File: src/rtl/inst_buffer_pkg.sv
// sys_defs: shared definitions for the instruction buffer slice.
//   `IB_SIZE   : default buffer depth (entry count, power of two, >= 4)
//   PC_W       : program counter width
//   IB_PTR     : pointer type sized for `IB_SIZE entries
//   IBEntry_t  : one buffered instruction with its prediction metadata
//   popcount2  : number of set bits in a 2-bit lane vector
// Optional feature elsewhere in the slice: IB_BYPASS_EN (see inst_buffer.sv).
`ifndef IB_SIZE
`define IB_SIZE 8
`endif

package sys_defs;

  localparam int PC_W     = 32;
  localparam int IB_PTR_W = $clog2(`IB_SIZE);

  typedef logic [IB_PTR_W-1:0] IB_PTR;

  typedef struct packed {
    logic [31:0]     inst;
    logic [PC_W-1:0] pred_NPC;
    logic [PC_W-1:0] not_taken_NPC;
    logic            pred_taken;
  } IBEntry_t;

  function automatic logic [1:0] popcount2(input logic [1:0] v);
    return {1'b0, v[0]} + {1'b0, v[1]};
  endfunction

endpackage

File: src/rtl/inst_buffer_wrap_ptr.sv
// ib_wrap_ptr: circular pointer register for the instruction buffer.
// Advances by 0, 1 or 2 each cycle and wraps modulo SIZE, which works out
// naturally because SIZE is a power of two and the register is log2(SIZE) wide.
// Ports:
//   clk, reset : clock and synchronous active-high reset (pointer -> 0)
//   clear_i    : synchronous clear (pointer -> 0), used on flush
//   inc_i      : increment amount, 0..2
//   ptr_o      : current pointer value
module ib_wrap_ptr #(
  parameter int SIZE = 8
) (
  input  logic                    clk,
  input  logic                    reset,
  input  logic                    clear_i,
  input  logic [1:0]              inc_i,
  output logic [$clog2(SIZE)-1:0] ptr_o
);

  localparam int PW = $clog2(SIZE);

  logic [PW-1:0] ptr_q, ptr_d;

  always_comb begin
    ptr_d = ptr_q + PW'(inc_i);
    if (clear_i) ptr_d = '0;
  end

  always_ff @(posedge clk) begin
    if (reset) ptr_q <= '0;
    else       ptr_q <= ptr_d;
  end

  assign ptr_o = ptr_q;

endmodule

File: src/rtl/inst_buffer.sv
// inst_buffer: two-wide circular instruction buffer between fetch/branch
// prediction and dispatch. Lane 0 is always the older instruction.
// Ports:
//   clk, reset         : clock, synchronous active-high reset
//   if_inst/if_fetch_valid/bp_* : up to two fetched instructions + metadata
//   br_mispredict      : flushes the whole buffer
//   dis_take           : dispatch consumption, thermometer 00/01/11
//   if_valid           : per-lane acceptance, back to fetch and the predictor
//   ib_*               : head and head+1 entries, ib_valid marks valid lanes
//   ib_count           : registered occupancy
// Macro IB_BYPASS_EN: when defined, an empty buffer forwards accepted
// incoming lanes to the outputs in the same cycle; otherwise the path is
// strictly registered.
module inst_buffer
  import sys_defs::*;
#(
  parameter int SIZE = `IB_SIZE
) (
  input  logic                    clk,
  input  logic                    reset,
  input  logic [1:0][31:0]        if_inst,
  input  logic [1:0]              if_fetch_valid,
  input  logic [1:0][PC_W-1:0]    bp_pred_NPC,
  input  logic [1:0][PC_W-1:0]    bp_not_taken_NPC,
  input  logic [1:0]              bp_pred_taken,
  input  logic                    br_mispredict,
  input  logic [1:0]              dis_take,
  output logic [1:0]              if_valid,
  output logic [1:0][31:0]        ib_inst,
  output logic [1:0][PC_W-1:0]    ib_pred_NPC,
  output logic [1:0][PC_W-1:0]    ib_not_taken_NPC,
  output logic [1:0]              ib_pred_taken,
  output logic [1:0]              ib_valid,
  output logic [$clog2(SIZE):0]   ib_count
);

  localparam int PW = $clog2(SIZE);
  localparam int CW = PW + 1;
  typedef logic [PW-1:0] ptr_t;

  IBEntry_t      entries_q [SIZE];
  logic [CW-1:0] count_q, count_d;
  ptr_t          head, tail, headNext;
  ptr_t          wrIdx [2];
  logic          flush, bypassActive, acc0;
  logic [CW-1:0] freeSlots;
  logic [1:0]    pushCnt, takeCnt, skipCnt;
  logic [1:0]    wrEn;
  IBEntry_t      laneEntry [2];
  IBEntry_t      inEntry [2];
  IBEntry_t      outEntry [2];

  // Acceptance only looks at registered occupancy, so space freed by this
  // cycle's dispatch is not reused until next cycle and if_valid never
  // depends on dis_take.
  always_comb begin
    flush     = reset | br_mispredict;
    freeSlots = CW'(SIZE) - count_q;
    acc0      = if_fetch_valid[0] && !flush && (freeSlots >= CW'(1));
    if_valid[0] = acc0;
    if_valid[1] = if_fetch_valid[1] && !flush &&
                  (freeSlots >= (CW'(1) + CW'(acc0)));
    pushCnt = popcount2(if_valid);
    takeCnt = popcount2(dis_take);
  end

  // Incoming lanes are compacted so that the oldest accepted instruction
  // always lands at tail; if only lane 1 is accepted it moves to slot 0.
  always_comb begin
    for (int k = 0; k < 2; k++) begin
      laneEntry[k].inst          = if_inst[k];
      laneEntry[k].pred_NPC      = bp_pred_NPC[k];
      laneEntry[k].not_taken_NPC = bp_not_taken_NPC[k];
      laneEntry[k].pred_taken    = bp_pred_taken[k];
    end
    inEntry[0] = if_valid[0] ? laneEntry[0] : laneEntry[1];
    inEntry[1] = laneEntry[1];
  end

  // Bypass is only possible from an empty, non-flushing buffer. Entries that
  // dispatch takes straight off the bypass are skipped on write; since
  // head == tail when empty, the untaken ones still sit at tail + k.
  always_comb begin
`ifdef IB_BYPASS_EN
    bypassActive = (count_q == '0) && !flush;
`else
    bypassActive = 1'b0;
`endif
    skipCnt = bypassActive ? takeCnt : 2'd0;
    for (int k = 0; k < 2; k++) begin
      wrEn[k]  = !flush && (2'(k) < pushCnt) && (2'(k) >= skipCnt);
      wrIdx[k] = tail + ptr_t'(k);
    end
  end

  // Occupancy: a flush zeroes it; otherwise push and pop combine freely.
  always_comb begin
    count_d = count_q + CW'(pushCnt) - CW'(takeCnt);
    if (flush) count_d = '0;
  end

  always_ff @(posedge clk) begin
    if (reset) count_q <= '0;
    else       count_q <= count_d;
  end

  // Entry storage: cleared on reset only; a mispredict just drops the writes.
  always_ff @(posedge clk) begin
    if (reset) begin
      for (int i = 0; i < SIZE; i++) entries_q[i] <= '0;
    end else begin
      for (int k = 0; k < 2; k++) begin
        if (wrEn[k]) entries_q[wrIdx[k]] <= inEntry[k];
      end
    end
  end

  ib_wrap_ptr #(.SIZE(SIZE)) u_head (
    .clk    (clk),
    .reset  (reset),
    .clear_i(br_mispredict),
    .inc_i  (flush ? 2'd0 : takeCnt),
    .ptr_o  (head)
  );

  ib_wrap_ptr #(.SIZE(SIZE)) u_tail (
    .clk    (clk),
    .reset  (reset),
    .clear_i(br_mispredict),
    .inc_i  (flush ? 2'd0 : pushCnt),
    .ptr_o  (tail)
  );

  // Dispatch view: head and head+1, or the compacted incoming lanes when
  // bypassing. Everything reads as zero while reset is held.
  always_comb begin
    headNext    = head + ptr_t'(1);
    outEntry[0] = entries_q[head];
    outEntry[1] = entries_q[headNext];
    ib_valid    = {count_q >= CW'(2), count_q >= CW'(1)};
    if (bypassActive) begin
      outEntry[0] = inEntry[0];
      outEntry[1] = inEntry[1];
      ib_valid    = {pushCnt == 2'd2, pushCnt != 2'd0};
    end
    if (reset) begin
      outEntry[0] = '0;
      outEntry[1] = '0;
      ib_valid    = 2'b00;
    end
    for (int k = 0; k < 2; k++) begin
      ib_inst[k]          = outEntry[k].inst;
      ib_pred_NPC[k]      = outEntry[k].pred_NPC;
      ib_not_taken_NPC[k] = outEntry[k].not_taken_NPC;
      ib_pred_taken[k]    = outEntry[k].pred_taken;
    end
  end

  assign ib_count = count_q;

  // Dispatch must use a thermometer code and never take more than offered.
  always_ff @(posedge clk) begin
    if (!flush) begin
      assert (dis_take != 2'b10)
        else $error("inst_buffer: dis_take = 10 is not a thermometer code");
      assert (takeCnt <= popcount2(ib_valid))
        else $error("inst_buffer: dis_take exceeds ib_valid");
    end
  end

endmodule
File: config.mk
export PLATFORM = sky130hd
export DESIGN_NAME = inst_buffer
export DESIGN_NICKNAME = d
export VERILOG_FILES = /design/src/rtl/inst_buffer_pkg.sv /design/src/rtl/inst_buffer_wrap_ptr.sv /design/src/rtl/inst_buffer.sv
export SDC_FILE = /design/constraint.sdc
export NUM_CORES = 2
export LEC_CHECK = 0
export ABC_CLOCK_PERIOD_IN_PS = 9800
export BUFFER_PORTS_ARGS = -buffer_cell sky130_fd_sc_hd__clkbuf_2
export CORE_MARGIN = 5
export CORE_UTILIZATION = 60
export CTS_CLUSTER_DIAMETER = 150
export DETAILED_ROUTE_END_ITERATION = 8
export PLACE_DENSITY_LB_ADDON = 0.25
export SLEW_MARGIN = 25
export SYNTH_ARGS = -nofsm -noshare
export SYNTH_HDL_FRONTEND = slang
export SYNTH_SLANG_ARGS = --single-unit
File: constraint.sdc
create_clock -name clk -period 9.8 [get_ports clk]
set_input_delay 2.45 -clock clk [delete_from_list [all_inputs] [get_ports clk]]
set_output_delay 2.45 -clock clk [all_outputs]
set_load 0.005 [all_outputs]
======== Yosys cells after proc, flatten, opt, wreduce, memory -nomap -nowiden ========
Memories as Yosys holds them, arrays and structs flattened. A register that Yosys moved wholly into a read port is not among the register bits.
Cells that the tools add are included.
operators by class
  mux-type cells .......................... 20
  reductions and logical operators ........ 11
  add/subtract/negate cells ............... 10
  bitwise logic cells ..................... 1
  order comparisons ....................... 6
operators by type and width
  operator                                             count
  two-way mux 97 bit                                   3
  two-way mux 194 bit                                  1
  OR reduction 97 bit                                  2
  two-way mux 1 bit                                    10
  two-way mux 3 bit                                    3
  >= comparator 4 x 1 -> 1 bit, second input constant  2
  adder 3 x 1 -> 3 bit, second input constant          2
  adder 3 x 2 -> 3 bit                                 2
  logical AND 1 bit                                    6
  two-way mux 2 bit                                    3
  adder 1 x 1 -> 2 bit                                 2
  adder 4 x 2 -> 4 bit                                 1
  >= comparator 4 x 2 -> 1 bit                         1
  >= comparator 4 x 2 -> 1 bit, second input constant  1
  < comparator 1 x 2 -> 1 bit, first input constant    2
  OR reduction 2 bit                                   2
  subtractor 4 x 2 -> 4 bit                            1
  subtractor 4 bit, first input constant               1
  adder 1 x 1 -> 2 bit, first input constant           1
  zero test 1 bit                                      1
  OR 1 bit                                             1
word-level totals
  logic and storage cells ................. 52
  input port bits ......................... 201
  bits in writable memories ............... 776
  output and inout bits ................... 202
  memories kept ........................... 1
  bits in registers ....................... 10
memory list
  name       words  width  read ports  clocked after memory_dff  write ports  RTL line           text
  entries_q  8      97     2           1                         8            inst_buffer.sv:41  IBEntry_t entries_q [SIZE];

======== Logic depth before layout (Yosys ltp) ========
  word-level depth ........................ 15
  depth in mapped cells ................... 22

======== By module ========
Synthesis repeated with hierarchy kept, for this count alone.
unflattened totals
  cells, all modules ...................... 3,072
  area total of the unflattened synthesis .. 44,878.0 µm²
by module, submodules not included
  module       instances  area each (µm²)  cells each  seq. area each (µm²)
  inst_buffer  1          44,607.8         3,048       23,382.4
  ib_wrap_ptr  2          135.1            12          60.1

======== Least setup slack after synthesis ========
OpenSTA, ideal clock, no wires.
  path kind ............................... input -> register
  start ................................... input port br_mispredict
  end ..................................... memory entries_q[0][0] (netlist name) (enable)
  arrival time ............................ 7.612 ns
  stages on the path ...................... 17
  path slack .............................. 1.727 ns
  required time ........................... 9.340 ns
  cells stage by stage .................... nor2_1 -> buf_2 -> nand2_1 -> buf_2 -> nor2_1 -> buf_2 -> inv_1 -> ha_1 -> inv_1 -> a21boi_0 -> o311a_1 -> ha_1 -> or4b_1 -> buf_2 -> nor3_4 -> buf_2 -> or3_1
RTL lines
  what                RTL line           text
  start: declaration  inst_buffer.sv:26  input logic br_mispredict,
  end: declaration    inst_buffer.sv:41

==> impl_metrics.json <==
{
  "first_global_vias": 47300,
  "synth-simple-area-share_pct": 9.08,
  "fin_crit_ns": 7.37,
  "overflow": 0,
  "synth.net_count": 5397,
  "syn_area_um2": 56000,
  "synth_edf_count": 776,
  "htree_levels": 3,
  "critPathSlowestCell": "buf_4",
  "synthXorXnorAreaFrac_pct": 0.152,
  "synth_adder_area_share_pct": 0.568,
  "root_buffer": "clkbuf_16",
  "path_class": "in2out",
  "postRouteAntennaNets": 0,
  "fp.dieH_um": 315,
  "ys_seq_elements": 786,
  "cts_resized": 0,
  "wirelength_um": 197000,
  "finalCritPeriodShare_pct": 75.2,
  "maxSlewViolCount": 0,
  "final_common_cell": "nand2_1",
  "antenna_found_initial": 29,
  "cp_slowest_stage_delay_ns": 0.74,
  "crit_top_cell": "buf_4",
  "synth-compound-area-share_pct": 23.4,
  "fill_cells": 7049,
  "rsz0062_at_grt": "no",
  "num_vias": 49000,
  "synth_top_area_share_pct": 41.6,
  "p_leak_nw": 22.0,
  "hold_violations": 0,
  "clk_pin_slew_ns": 0.06,
  "drive_gt1_share_pct": 21.3,
  "vdd_drop_max_mv": 0.122,
  "worstMarginPinSlew_ns": 1.30,
  "worstPathCellList": "clkbuf_8 -> buf_4 -> buf_4 -> a21oi_1 -> clkbuf_2",
  "status": "finished clean",
  "synthFlopType": "edfxtp_1",
  "die_w_um": 315,
  "busiest_layer": "met2",
  "ctsHoldBuffers": 0,
  "cap_violations": 0,
  "ys_seq_area_share_pct": 42.0,
  "use_met3_pct": 10.6,
  "synthDistinctLibCells": 45,
  "syn_to_final_growth_pct": 6.33,
  "seq_area_um2": 23500,
  "syn_inst": 5173,
  "async_reset_ff_share_pct": 0,
  "drt_iter0_drc": 8862,
  "syn_area_per_cell_um2": 10.8,
  "arrival_ns": 4.92,
  "grt_pass1_wl_um": 296000,
  "place.gp.congestion": 0.815,
  "placed_area_um2": 56500,
  "port_buffers": 402,
  "nets": 5015,
  "insertion_delay_ns": 0.66,
  "synth_top_family_by_area": "compound AO/OA/AOI/OAI gates",
  "drt-vias-per-instance": 8.00,
  "met2_usage_pct": 57.3,
  "mostFrequentLayoutCells": "nand2_1 (979), edfxtp_1 (776), a32oi_1 (769)",
  "clockBufferDepth": 3,
  "grtUsageTotal_pct": 38.5,
  "multi_input_area_um2": 28400,
  "synthMuxAreaShare_pct": 17.3,
  "cts.repair_timing.setup_buffer_count": 0,
  "skew_ns": 0.0165,
  "ioPinCount": 403,
  "finalSetupViolCount": 0,
  "grt_util_met1_pct": 52.1,
  "yosysTopAreaCell": "edfxtp_1",
  "yosysWarnings": 0,
  "fmax_mhz": 136,
  "finalSetupTns_ns": 0,
  "drt_first_pass_iters": 8,
  "dp_hpwl_um": 96300,
  "netlist_top_cells_area": "edfxtp_1 (42%), mux4_2 (16%), a32oi_1 (12%)",
  "cts_tree": "done",
  "core-area_um2": 92900,
  "drc": 0,
  "die_area_um2": 99500,
  "wire_per_inst_um": 32.2,
  "finalInstanceArea_um2": 59500,
  "holdCritPathClass": "reg2reg",
  "tritoncts.num_buffers": 87,
  "num_rows": 112,
  "crit_buf_inv": 4,
  "cp-end-kind": "output pin",
  "slew_headroom_pct": 13.3,
  "worst_path_dominant_cell_family": "buffers and inverters",
  "start_util_pct": 60.2,
  "power_density_nw_per_um2": 148,
  "crit_required_ns": 7.35,
  "worstSetupStartpointType": "input pin",
  "cts.sinks": 786,
  "crit_fanout": 71,
  "grt_start_max_net_pins": 254
}
## logic make-up after synthesis
| group | after synthesis |
|---|---|
| buffers and inverters | 984 |
| muxes | 485 |
| xor gates and xnor gates | 8 |
| adders and majority gates | 23 |
| DFF | 786 |
| AOI/OAI and AO/OA | 1653 |
| and+or+nand+nor | 1234 |
## per-layer routing
metal | vias up | part of all wire [%]
li1 | 20100 | -
met4 | 12 | 5.5
met5 | - | 0.042
met1 | 23700 | 34
met3 | 756 | 15
met2 | 4416 | 45
## final timing paths
| check | slack [ns] | cells past startpoint | endpoint | start |
|---|---|---|---|---|
| max | 2.43 | 5 | ib_inst[61] | reset |
| min | 0.70 | 2 | u_tail.ptr_o[2] | u_tail.ptr_o[2] |
| min reg2reg | 0.70 | 2 | u_tail.ptr_o[2] | u_tail.ptr_o[2] |
| max reg2reg | 3.56 | 17 | entries_q[1][31] | ib_count[0] |
## power breakdown
part           total [mW]  switching [mW]  internal, mW
Clock                3.21            1.40          1.81
Sequential           3.89          0.0718          3.82
Combinational        1.69            1.29         0.394
## through the flow
step / hold slack, ns / worst slack [ns] / total power, mW / instances / utilization, %
after global placement: 0.645 / 2.31 / 5.51 / 5946 / 60.8
final: 0.696 / 2.43 / 8.79 / 6127 / 64.1
after floorplan: 0.574 / 1.73 / 5.08 / 5173 / -
after CTS: 0.693 / 2.57 / 8.66 / 6099 / 63.7
after detailed placement: 0.654 / 2.11 / 5.53 / 5946 / 60.8
after global routing: 0.704 / 2.41 / 9.00 / 6119 / 64.0
## worst min-delay path, delay by kind of cell (launching register included)
family / cells / cell delay, ns
flops: 1 / 0.40
xor+xnor: 1 / 0.18
simple gates: 1 / 0.06
## cells in the mapped netlist, types with 8 or more instances
master,count
inv_1,19
a21oi_1,100
nand3_1,8
clkbuf_2,54
ha_1,19
mux2i_1,97
o211ai_1,766
buf_2,250
buf_4,28
mux4_2,388
nor2_1,108
and3_1,98
a32oi_1,769
o21ai_1,9
edfxtp_1,776
clkbuf_1,466
buf_1,166
dfxtp_1,10
nand2_1,980
or3_1,11
## flip-flops by register name, summed over array words and instances, names as in the netlist
| name | cells |
|---|---|
| entries_q | 776 |
| u_tail.ptr_o | 3 |
| ib_count | 4 |
| u_head.ptr_o | 3 |
## layout make-up
| type | instances | area share (%) |
|---|---|---|
| sequential | 786 | 39.5 |
| timing repair buffer | 494 | 5.41 |
| antenna | 18 | 0.0757 |
| inverter | 19 | 0.120 |
| clock inverter | 45 | 0.591 |
| clock buffer | 108 | 3.86 |
| tap | 1254 | 2.64 |
| multi-input combinational | 3403 | 47.8 |
No activity file was read; power rests on OpenSTA's default activity.
